**config.mk**
```make
export PLATFORM = sky130hd
export DESIGN_NAME = apb_master_bridge
export DESIGN_NICKNAME = d
export VERILOG_FILES = /design/src/rtl/apb_master_bridge.sv
export SDC_FILE = /design/constraint.sdc
export NUM_CORES = 1
export LEC_CHECK = 0
export ABC_AREA = 1
export BUFFER_PORTS_ARGS = -buffer_cell sky130_fd_sc_hd__buf_2
export CORE_ASPECT_RATIO = 1.25
export CORE_MARGIN = 10
export CORE_UTILIZATION = 30
export DETAILED_ROUTE_END_ITERATION = 10
export HOLD_SLACK_MARGIN = 0.02
export PLACE_DENSITY = 0.63
export SYNTH_ARGS = -nofsm -noshare
export SYNTH_HDL_FRONTEND = slang
export SYNTH_SLANG_ARGS = --single-unit
```
**constraint.sdc**
```tcl
create_clock -name pclk -period 1.7 [get_ports pclk]
set_clock_uncertainty 0.15 [all_clocks]
set_input_delay 0.255 -clock pclk [delete_from_list [all_inputs] [get_ports pclk]]
set_output_delay 0.255 -clock pclk [all_outputs]
set_load 0.01 [all_outputs]
```
**src/rtl/apb_master_bridge.sv**
```systemverilog
// rtl/apb_master_bridge.sv - single-outstanding valid/ready to APB requester
// Optional abort of stalled transfers is enabled by defining APB_MASTER_TIMEOUT_EN.
module apb_master_bridge #(
  parameter int ADDR_W         = 32,
  parameter int DATA_W         = 32,
  parameter int TIMEOUT_CYCLES = 16
) (
  input  logic              pclk,
  input  logic              presetn,
  input  logic              cmd_valid,
  output logic              cmd_ready,
  input  logic [ADDR_W-1:0] cmd_addr,
  input  logic              cmd_write,
  input  logic [DATA_W-1:0] cmd_wdata,
  output logic              rsp_valid,
  input  logic              rsp_ready,
  output logic [DATA_W-1:0] rsp_rdata,
  output logic              rsp_err,
  output logic [ADDR_W-1:0] paddr,
  output logic              psel,
  output logic              penable,
  output logic              pwrite,
  output logic [DATA_W-1:0] pwdata,
  input  logic              pready,
  input  logic [DATA_W-1:0] prdata,
  input  logic              pslverr,
  output logic              busy
);

  typedef enum logic [1:0] {
    S_IDLE   = 2'd0,
    S_SETUP  = 2'd1,
    S_ACCESS = 2'd2,
    S_RESP   = 2'd3
  } state_t;

  // A zero timeout would abort every transfer before it could complete
  if (TIMEOUT_CYCLES < 1) begin : g_timeout_range
    $error("TIMEOUT_CYCLES must be at least 1");
  end

  state_t            r_state;
  logic [ADDR_W-1:0] r_paddr;
  logic              r_psel;
  logic              r_penable;
  logic              r_pwrite;
  logic [DATA_W-1:0] r_pwdata;
  logic              r_rsp_valid;
  logic [DATA_W-1:0] r_rsp_rdata;
  logic              r_rsp_err;
  logic              w_aligned;

`ifdef APB_MASTER_TIMEOUT_EN
  localparam int TO_W = $clog2(TIMEOUT_CYCLES + 1);
  localparam logic [TO_W-1:0] TO_LIMIT = TO_W'(TIMEOUT_CYCLES);
  logic [TO_W-1:0] r_to_cnt;
  logic [TO_W-1:0] w_to_next;
  assign w_to_next = r_to_cnt + TO_W'(1);
`endif

  assign w_aligned = (cmd_addr[1:0] == 2'b00);
  assign cmd_ready = (r_state == S_IDLE);
  assign busy      = (r_state != S_IDLE);
  assign paddr     = r_paddr;
  assign psel      = r_psel;
  assign penable   = r_penable;
  assign pwrite    = r_pwrite;
  assign pwdata    = r_pwdata;
  assign rsp_valid = r_rsp_valid;
  assign rsp_rdata = r_rsp_rdata;
  assign rsp_err   = r_rsp_err;

  // Transfer FSM: IDLE -> SETUP -> ACCESS (wait on pready) -> RESP -> IDLE
  always_ff @(posedge pclk or negedge presetn) begin
    if (!presetn) begin
      r_state     <= S_IDLE;
      r_paddr     <= '0;
      r_psel      <= 1'b0;
      r_penable   <= 1'b0;
      r_pwrite    <= 1'b0;
      r_pwdata    <= '0;
      r_rsp_valid <= 1'b0;
      r_rsp_rdata <= '0;
      r_rsp_err   <= 1'b0;
`ifdef APB_MASTER_TIMEOUT_EN
      r_to_cnt    <= '0;
`endif
    end else begin
      case (r_state)
        S_IDLE: begin
          if (cmd_valid) begin
            if (w_aligned) begin
              r_paddr   <= cmd_addr;
              r_pwrite  <= cmd_write;
              r_pwdata  <= cmd_write ? cmd_wdata : '0;
              r_psel    <= 1'b1;
              r_penable <= 1'b0;
              r_state   <= S_SETUP;
            end else begin
              // Misaligned: answer immediately without touching the bus
              r_rsp_err   <= 1'b1;
              r_rsp_rdata <= '0;
              r_rsp_valid <= 1'b1;
              r_state     <= S_RESP;
            end
          end
        end
        S_SETUP: begin
          r_penable <= 1'b1;
`ifdef APB_MASTER_TIMEOUT_EN
          r_to_cnt  <= '0;
`endif
          r_state   <= S_ACCESS;
        end
        S_ACCESS: begin
          if (pready) begin
            r_rsp_rdata <= (!r_pwrite && !pslverr) ? prdata : '0;
            r_rsp_err   <= pslverr;
            r_rsp_valid <= 1'b1;
            r_psel      <= 1'b0;
            r_penable   <= 1'b0;
            r_pwdata    <= '0;
            r_state     <= S_RESP;
          end
`ifdef APB_MASTER_TIMEOUT_EN
          else if (w_to_next == TO_LIMIT) begin
            r_rsp_rdata <= '0;
            r_rsp_err   <= 1'b1;
            r_rsp_valid <= 1'b1;
            r_psel      <= 1'b0;
            r_penable   <= 1'b0;
            r_pwdata    <= '0;
            r_state     <= S_RESP;
          end else begin
            r_to_cnt <= w_to_next;
          end
`endif
        end
        S_RESP: begin
          if (rsp_ready) begin
            r_rsp_valid <= 1'b0;
            r_rsp_err   <= 1'b0;
            r_state     <= S_IDLE;
          end
        end
        default: r_state <= S_IDLE;
      endcase
    end
  end

endmodule
```
# Yosys cells after proc, flatten, opt, wreduce, memory -nomap -nowiden
# Cells that the tools add are included.
[word_totals]
ff_bits = 103
latch_bits = 0
mem_bits_rw = 0
rom_bits = 0
inputBits = 103
output_inout_bits = 103
word_cells = 61
mem_count = 0
[classes]
addsub = 0
multipliers = 0
div = 0
n_lt_le_gt_ge = 0
n_eq_ne = 8
shift = 0
n_mux = 29
n_bitwise = 0
n_reduce_logical = 15
[ops]
columns = ["cell", "n"]
rows = [
  ["32-bit 2-to-1 mux", 8],
  ["32-bit one-hot mux with 2 select lines", 2],
  ["4-bit AND reduction", 3],
  ["1-bit 2-to-1 mux", 10],
  ["1-bit one-hot mux with 3 select lines", 3],
  ["2-bit 2-to-1 mux", 4],
  ["2-bit != test, second input constant", 4],
  ["2-bit one-hot mux with 4 select lines", 1],
  ["3-bit AND reduction", 2],
  ["3-bit nonzero test", 2],
  ["5-bit AND reduction", 1],
  ["2-bit == test, second input constant", 2],
  ["2-bit logical NOT", 2],
  ["2-bit nonzero test", 2],
  ["2-bit by 1-bit == test with 1-bit output, second input constant", 1],
  ["1-bit logical NOT", 2],
  ["2-bit by 1-bit != test with 1-bit output, second input constant", 1],
  ["1-bit one-hot mux with 2 select lines", 1],
  ["1-bit logical AND", 1],
]

# Depth between registers and ports, before layout
# Gate-level depths: netlist of the first run.
[depth]
ltp_word = 5
mapped_depth = 10
depth_no_buf = 8

# Worst setup path before layout of the first run
# No wires, ideal clock.
[synth_timing]
path_kind = "reg2reg"
start = "reg r_state[0]"
end = "reg r_psel (netlist: psel)"
setup_ns = 0.117
arrival_ns = 1.453
t_required_ns = 1.433
setup_slack_ns = -0.019
path_stages_with_launch = 10
path_buffers = 1
period_less_slack_ns = 1.719
path_cell_list = "dfrtp_1 inv_1 ha_1 nand2_1 nand2_2 inv_2 nand3_2 buf_4 nand2_1 nand2_1"
[synth_via]
elab_chain_cells = 3
elab_cells_between_ends = 8
cone_classes = "eq/ne: 4; mux: 1; reduce/logical: 3"
[synth_lines]
columns = ["element", "line_no", "text"]
rows = [
  ["start: declaration", "42", "state_t r_state;"],
  ["start signal: assignment", "76", "r_state <= S_IDLE;"],
  ["start signal: assignment", "98", "r_state <= S_SETUP;"],
  ["start signal: assignment", "104", "r_state <= S_RESP;"],
  ["2-bit logical NOT (*)", "--", ""],
  ["named net cmd_ready", "11", "output logic cmd_ready,"],
  ["2-bit by 1-bit != test with 1-bit output (no source line) (tied with other cells)", "--", ""],
  ["4-bit AND reduction (no source line)", "--", ""],
  ["end signal: assignment", "78", "r_psel <= 1'b0;"],
  ["end signal: assignment", "96", "r_psel <= 1'b1;"],
  ["end signal: assignment", "120", "r_psel <= 1'b0;"],
  ["end: declaration", "44", "logic r_psel;"],
]
# Mark *: on every way through the listed nets, which the timed path passes. The rest lies on a longest branch.
# A chain may end at the register's enable or synchronous reset.

# Worst setup path after layout of the first run
[layout_timing]
start = "reg r_state[1]"
end = "out busy"
[layout_via]
elab_chain_cells = 1
[layout_lines]
columns = ["element", "line_no", "text"]
rows = [
  ["2-bit nonzero test", "63", "assign busy = (r_state != S_IDLE);"],
  ["end: declaration", "27", "output logic busy"],
]
# Every way passes these cells.

==> results of run 1 <==
==> cell usage in the layout (no fill, tap or decap), types with 5 or more instances in the layout <==
cell type      netlist  layout
buf_4                3      17
dlygate4sd3_1        0      31
buf_2               11     202
inv_1               42      40
nand2_1            337     315
clkbuf_16            0      11
nand2_2              3      18
dfrtp_1            103     102
buf_12               0       9
nand2_4              0       7
o21ai_0              5       5
nor2_1              71      71
==> routing by layer <==
layer	share of wire (%)	routed length (um)	vias up
met2	50	7620	125
li1	-	-	2286
met1	42	6450	1965
met5	0.072	11	-
met3	5.8	883	19
met4	2.3	357	2
==> stage by stage <==
step | cells | TNS (ps) | setup slack (ps)
detailed placement | 1014 | -415 | -32.3
global route | 1070 | -2400 | -84.1
CTS | 1063 | -16.5 | -8.92
global placement | 1014 | -593 | -45.0
floorplan | 610 | 0 | 3.80
finish | 1071 | -24.4 | -24.4
==> worst min-delay path, delay by kind of cell <==
kind | cells | cell delay [ps]
AND/OR/NAND/NOR | 3 | 120
buffers and inverters | 2 | 130
==> power by group through the flow <==
stage | clock (mW) | sequential (mW) | combinational (mW)
floorplan | 0 | 4.25 | 2.49
CTS | 2.06 | 3.80 | 5.28
finish | 1.97 | 3.82 | 5.88
global placement | 0 | 3.81 | 5.04
detailed placement | 0 | 3.83 | 5.10
global route | 2.18 | 3.93 | 6.47
==> flip-flops by register name, indices dropped and copies added (netlist names) <==
register and cells:
r_state 2, rsp_valid 1, penable 1, pwdata 32
rsp_rdata 32, psel 1, paddr 32, pwrite 1
rsp_err 1
==> timing repair <==
action,in CTS,in global routing
cloned,0,4
gates resized for setup,8,36
hold buffers,31,0
endpoints found under the setup margin,35,67
pin swaps,1,9
setup buffers,2,3
endpoints found under the hold margin,133,0
==> final cells by class <==
type / instances / area [um2] / share of cell area, %
Tap cell: 208 / 260 / 3.79
Clock inverter: 5 / 32.5 / 0.473
Sequential cell: 103 / 2580 / 37.5
Timing Repair Buffer: 265 / 1720 / 25.1
Antenna cell: 1 / 2.50 / 0.0364
Inverter: 46 / 180 / 2.62
Clock buffer: 11 / 243 / 3.53
Multi-Input combinational cell: 432 / 1850 / 27.0
==> path summary, 6_finish.rpt <==
path	to	cells after the start	slack, ps	startpoint
setup / recovery	busy	5	-20	r_state[1]
setup reg to reg	pwdata[4]	8	10	r_state[1]
max in group asynchronous	r_state[1]	3	580	presetn
hold / removal	rsp_rdata[28]	5	60	prdata[28]
hold reg to reg	rsp_rdata[5]	2	310	rsp_rdata[5]
min in group asynchronous	paddr[1]	3	350	presetn
==> cell usage after synthesis, types with 2 or more instances <==
cell      count
nand2_1     337
clkbuf_1      9
nand2_2       3
o21ai_0       5
inv_1        42
nand3_2       3
buf_6         6
buf_4         3
dfrtp_1     103
nor2_4        2
buf_2        11
nand3_1       4
inv_2         4
ha_1          5
nor2_1       71
==> cells by family (layout without fill, tap and decap cells) <==
kind of cell	Yosys count	after routing	synth area share [%]
DFF	103	103	55.4
and+or+nand+nor	420	420	34.9
other	0	1	0
buffers and inverters	75	327	7.56
adders and majority gates	5	5	1.35
AOI/OAI and AO/OA	7	7	0.753
==> impl_metrics.tcl, run 1 <==
set metrics [dict create \
    status "finished, violations left" \
    violations "negative setup slack" \
    critical_path.cell_chain "inv_2 > ha_4 > inv_4 > buf_6 > buf_6" \
    syn_to_final_growth_pct 47.9 \
    cts_max_level 3 \
    pwr-share-comb_pct 50.4 \
    grt_usage_pct 13.7 \
    fmax_mhz 580 \
    insertion_delay_ps 340 \
    path_max_fanout 6 \
    path_class "reg -> out" \
    seqPwrFrac_pct 32.7 \
    timing.final.crit_share_pct 101 \
    wl_per_cell_um 14.3 \
    syn_area_um2 4650 \
    drive_gt1_share_pct 33.5 \
    finalPower_mw 11.7 \
    crit_family "flip-flops" \
    design.portCount 206 \
    cp.buffers_inverters 4 \
    powerDensity_nw_per_um2 1700 \
    routed_wl_um 15300 \
    synthArstFlopShare_pct 100 \
    rsz0062_at_grt "yes" \
    met2_usage_pct 23.3 \
    drc 0 \
    drtIter0Drc 189 \
    nets 965 \
    numPortBuffers 205 \
    synth_fp_nets 718 \
    switchingPower_mw 4.83 \
    grt_util_met1_pct 15.7 \
    first_pass_iters 4 \
    dpl_cell_area_um2 6020 \
    start_kind "register" \
    cts_sinks 103 \
    leakagePower_nw 4.21 \
    yosys_warnings 0 \
    core_um2 15100 \
    hold_class "in -> reg" \
    synth_edf_count 0 \
    numCtsBuffers 9 \
    yosysSeqAreaShare_pct 55.4 \
    rows 50 \
    hold_violations 0 \
    clkPwrFrac_pct 16.9 \
    crit_path_end_kind "output port" \
    yosysTopAreaCellShare_pct 55.4 \
    grt_overflow_total 0 \
    dieArea_um2 20900 \
    postSynthAreaPerCell_um2 7.62 \
    fin_ws_ps -24.4 \
    fin_util_pct 45.6 \
    cts_tree "built" \
    cpPeakStageDelay_ps 430 \
    die_h_um 159 \
    fill_cells 1578 \
    grt_use_met3_pct 4.13 \
    die_width_um 131 \
    ys_types 17 \
    hpwlAfterDp_um 10400 \
    grt_max_degree 104 \
    slew_violations 0 \
    crit_arrival_ps 1320 \
    vdd_ir_drop_max_mv 0.755 \
    synthFlopType "dfrtp_1" \
    drtAntennaViolNets 0 \
    setup-violations-final 1 \
    fin_hold_ws_ps 59.6 \
    slowest_stage "dfrtp_2" \
    final.min_clock_period_ps 1720 \
    p_sw_share_pct 41.4 \
    clock_path_buffers 2 \
    worst_pin_slew_ps 578 \
    place_congestion 0.782 \
    synth_largest_area_cell "dfrtp_1" \
    grt_pass1_wl_um 23500 \
    required_ps 1290 \
    max_cap_violations 0 \
    maxSlewHeadroom_pct 61.5 \
    p_int_mw 6.83 \
    antenna_found_initial 1 \
    root_buffer "clkbuf_16" \
    fin_area_um2 6880 \
    via_per_inst 4.11 \
    postSynthCellCount 610 \
    cts.clk_slew.worst_paths_ps 70 \
    crit_top_cell "buf_6" \
    first_global_vias 4344 \
    busiest_layer "met2" \
    ys_ff_latch 103 \
    initial_utilization_pct 30.8 \
    num_vias 4397 \
    synthTopCellsByArea "dfrtp_1 (55%), nand2_1 (27%), nor2_1 (5.7%)" \
]
(Power assumes the default switching activity.)
==> inputs of run 2 (changes only) <==
Settings changed: PLACE_DENSITY 0.63 to unset.
==> run 2 against run 1 <==
Effect of this change: the run still ends with negative setup slack left; final area increased by 0.27%; register-to-register slack about the same; power is 0.26% higher; sequential power hardly changed; maximum frequency rose by 1.2%; utilization up 0.12 points; non-clock buffer count rose by 3; setup slack improved by 21 ps; combinational power increased by 2%; clock-buffer cell count shrank 2; critical endpoint is now rsp_rdata[16]; highest routed layer is now met4.
==> impl_metrics.tcl, run 2 (synthesized netlist as in run 1, its figures left out) <==
set metrics [dict create \
    status "finished, violations left" \
    violations "negative setup slack" \
    cpPeakStageDelay_ps 420 \
    first_global_vias 4480 \
    switchingPower_mw 4.74 \
    final.min_clock_period_ps 1700 \
    wl_per_cell_um 14.1 \
    slowest_stage "dfrtp_2" \
    reg2reg_slack_ps -4 \
    met2_usage_pct 24.0 \
    seqPwrFrac_pct 32.6 \
    whs_path_depth 5 \
    cts_tree "built" \
    pwr-share-comb_pct 51.1 \
    place_congestion 0.822 \
    hold_class "in -> reg" \
    numCtsBuffers 9 \
    critical_path.cell_chain "inv_2 > ha_4 > buf_4 > nand2_4 > nand2_2 > nor2_4 > clkbuf_16 > nand2_1 > nand2_1" \
    cts_max_level 3 \
    timing.final.crit_share_pct 100 \
    hold_violations 0 \
    rsz0062_at_grt "yes" \
    crit_path_end_kind "register" \
    fin_util_pct 45.7 \
    drc 0 \
    vdd_ir_drop_max_mv 0.672 \
    grt_max_degree 57 \
    timing.setup.tns_ps -5.63 \
    crit_arrival_ps 1830 \
    crit_path_start "r_state[1]" \
    initial_utilization_pct 30.8 \
    routed_wl_um 15200 \
    final_common_cell "nand2_1" \
    cts_sinks 103 \
    antenna_found_initial 3 \
    hpwlAfterDp_um 10600 \
    fmax_mhz 587 \
    timing.rr.end "rsp_rdata[16]" \
    grt_util_met1_pct 15.3 \
    fin_area_um2 6890 \
    drive_gt1_share_pct 32.0 \
    die_width_um 131 \
    grt_overflow_total 0 \
    core_um2 15100 \
    maxSlewHeadroom_pct 73.7 \
    path_class "reg -> reg" \
    via_per_inst 4.14 \
    grt_pass1_wl_um 23500 \
    grt_usage_pct 13.7 \
    nets 968 \
    fin_ws_ps -3.86 \
    busiest_layer "met2" \
    drtAntennaViolNets 0 \
    crit_path_end "rsp_rdata[16]" \
    syn_to_final_growth_pct 48.3 \
    die_h_um 159 \
    design.portCount 206 \
    required_ps 1830 \
    layout_common_cells "nand2_1 (332), buf_2 (203), dfrtp_1 (102)" \
    r2r_start "r_state[1]" \
    first_pass_iters 4 \
    reg2reg_depth 9 \
    clkPwrFrac_pct 16.2 \
    p_int_mw 6.95 \
    setup-violations-final 2 \
    dieArea_um2 20900 \
    seqCellArea_um2 2580 \
    cts.clk_slew.worst_paths_ps 70 \
    insertion_delay_ps 340 \
    grt_use_met3_pct 3.22 \
    p_sw_share_pct 40.5 \
    numPortBuffers 205 \
    worst_pin_slew_ps 393 \
    rows 50 \
    fill_cells 1578 \
    path_max_fanout 16 \
    root_buffer "clkbuf_16" \
    fin_hold_ws_ps 54.6 \
    dpl_cell_area_um2 6050 \
    leakagePower_nw 4.19 \
    num_vias 4445 \
    clock_path_buffers 2 \
    powerDensity_nw_per_um2 1700 \
    crit_top_cell "nand2_1" \
    multi_input_area_um2 1790 \
    max_cap_violations 0 \
    start_kind "register" \
    slew_violations 0 \
    drtIter0Drc 232 \
]
-- run 2: cell types whose count changed in the layout (fill, tap and decap cells not counted), sizes merged --
cell      previous run  this run
clkinvlp             0         1
diode                1         3
clkinv               4         2
buf                232       233
inv                 47        48
-- run 2: power groups by stage --
stage | clock network, mW | registers [mW] | logic, mW
finish | 1.90 | 3.81 | 5.98
global route | 2.06 | 3.93 | 6.59
CTS | 1.99 | 3.81 | 5.20
detailed placement | 0 | 3.83 | 5.07
global placement | 0 | 3.83 | 5.01
floorplan | 0 | 4.25 | 2.49
-- run 2: layer usage --
metal	wire [um]	share of wire (%)
met2	7970	53
met5	0	0
met4	365	2.4
met1	6160	41
met3	666	4.4
-- run 2: final cells by class --
type	instances	share of cell area (%)
multi-input combinational	432	26.0
antenna	3	0.109
clock buffer	9	3.27
clock inverter	5	0.508
tap	208	3.77
inverter	46	2.50
timing repair buffer	268	26.4
sequential	103	37.4
-- run 2: worst min-delay path by stage --
stage,start,to
3_3_place_gp,presetn,paddr[0]
3_5_place_dp,presetn,paddr[0]
6_report,prdata[29],rsp_rdata[29]
2_1_floorplan,presetn,paddr[0]
5_1_grt,prdata[9],rsp_rdata[9]
4_1_cts,prdata[29],rsp_rdata[29]
-- run 2: worst max-delay path: cells and delay by family, from the launching register on --
family	cells	cell delay, ps
buffers and inverters	3	430
DFF	1	420
and+or+nand+nor	5	450
adders and majority gates	1	190
-- run 2: repair_timing --
action                                 CTS  global route
setup endpoints to repair               67            66
resized for setup                        7            16
endpoints found under the hold margin  133             0
buffers inserted                         1             6
gates cloned                             0             5
hold buffers                            31             0
pin swaps                                1             3
-- run 2: per-stage QoR --
stage                     std cells  worst slack (ps)  power [mW]
after floorplan                 610              3.80        6.74
after global placement         1014             -64.6        8.84
after detailed placement       1014             -70.3        8.90
after CTS                      1060              2.96        11.0
after global routing           1074             -60.1        12.6
final                          1074             -3.86        11.7
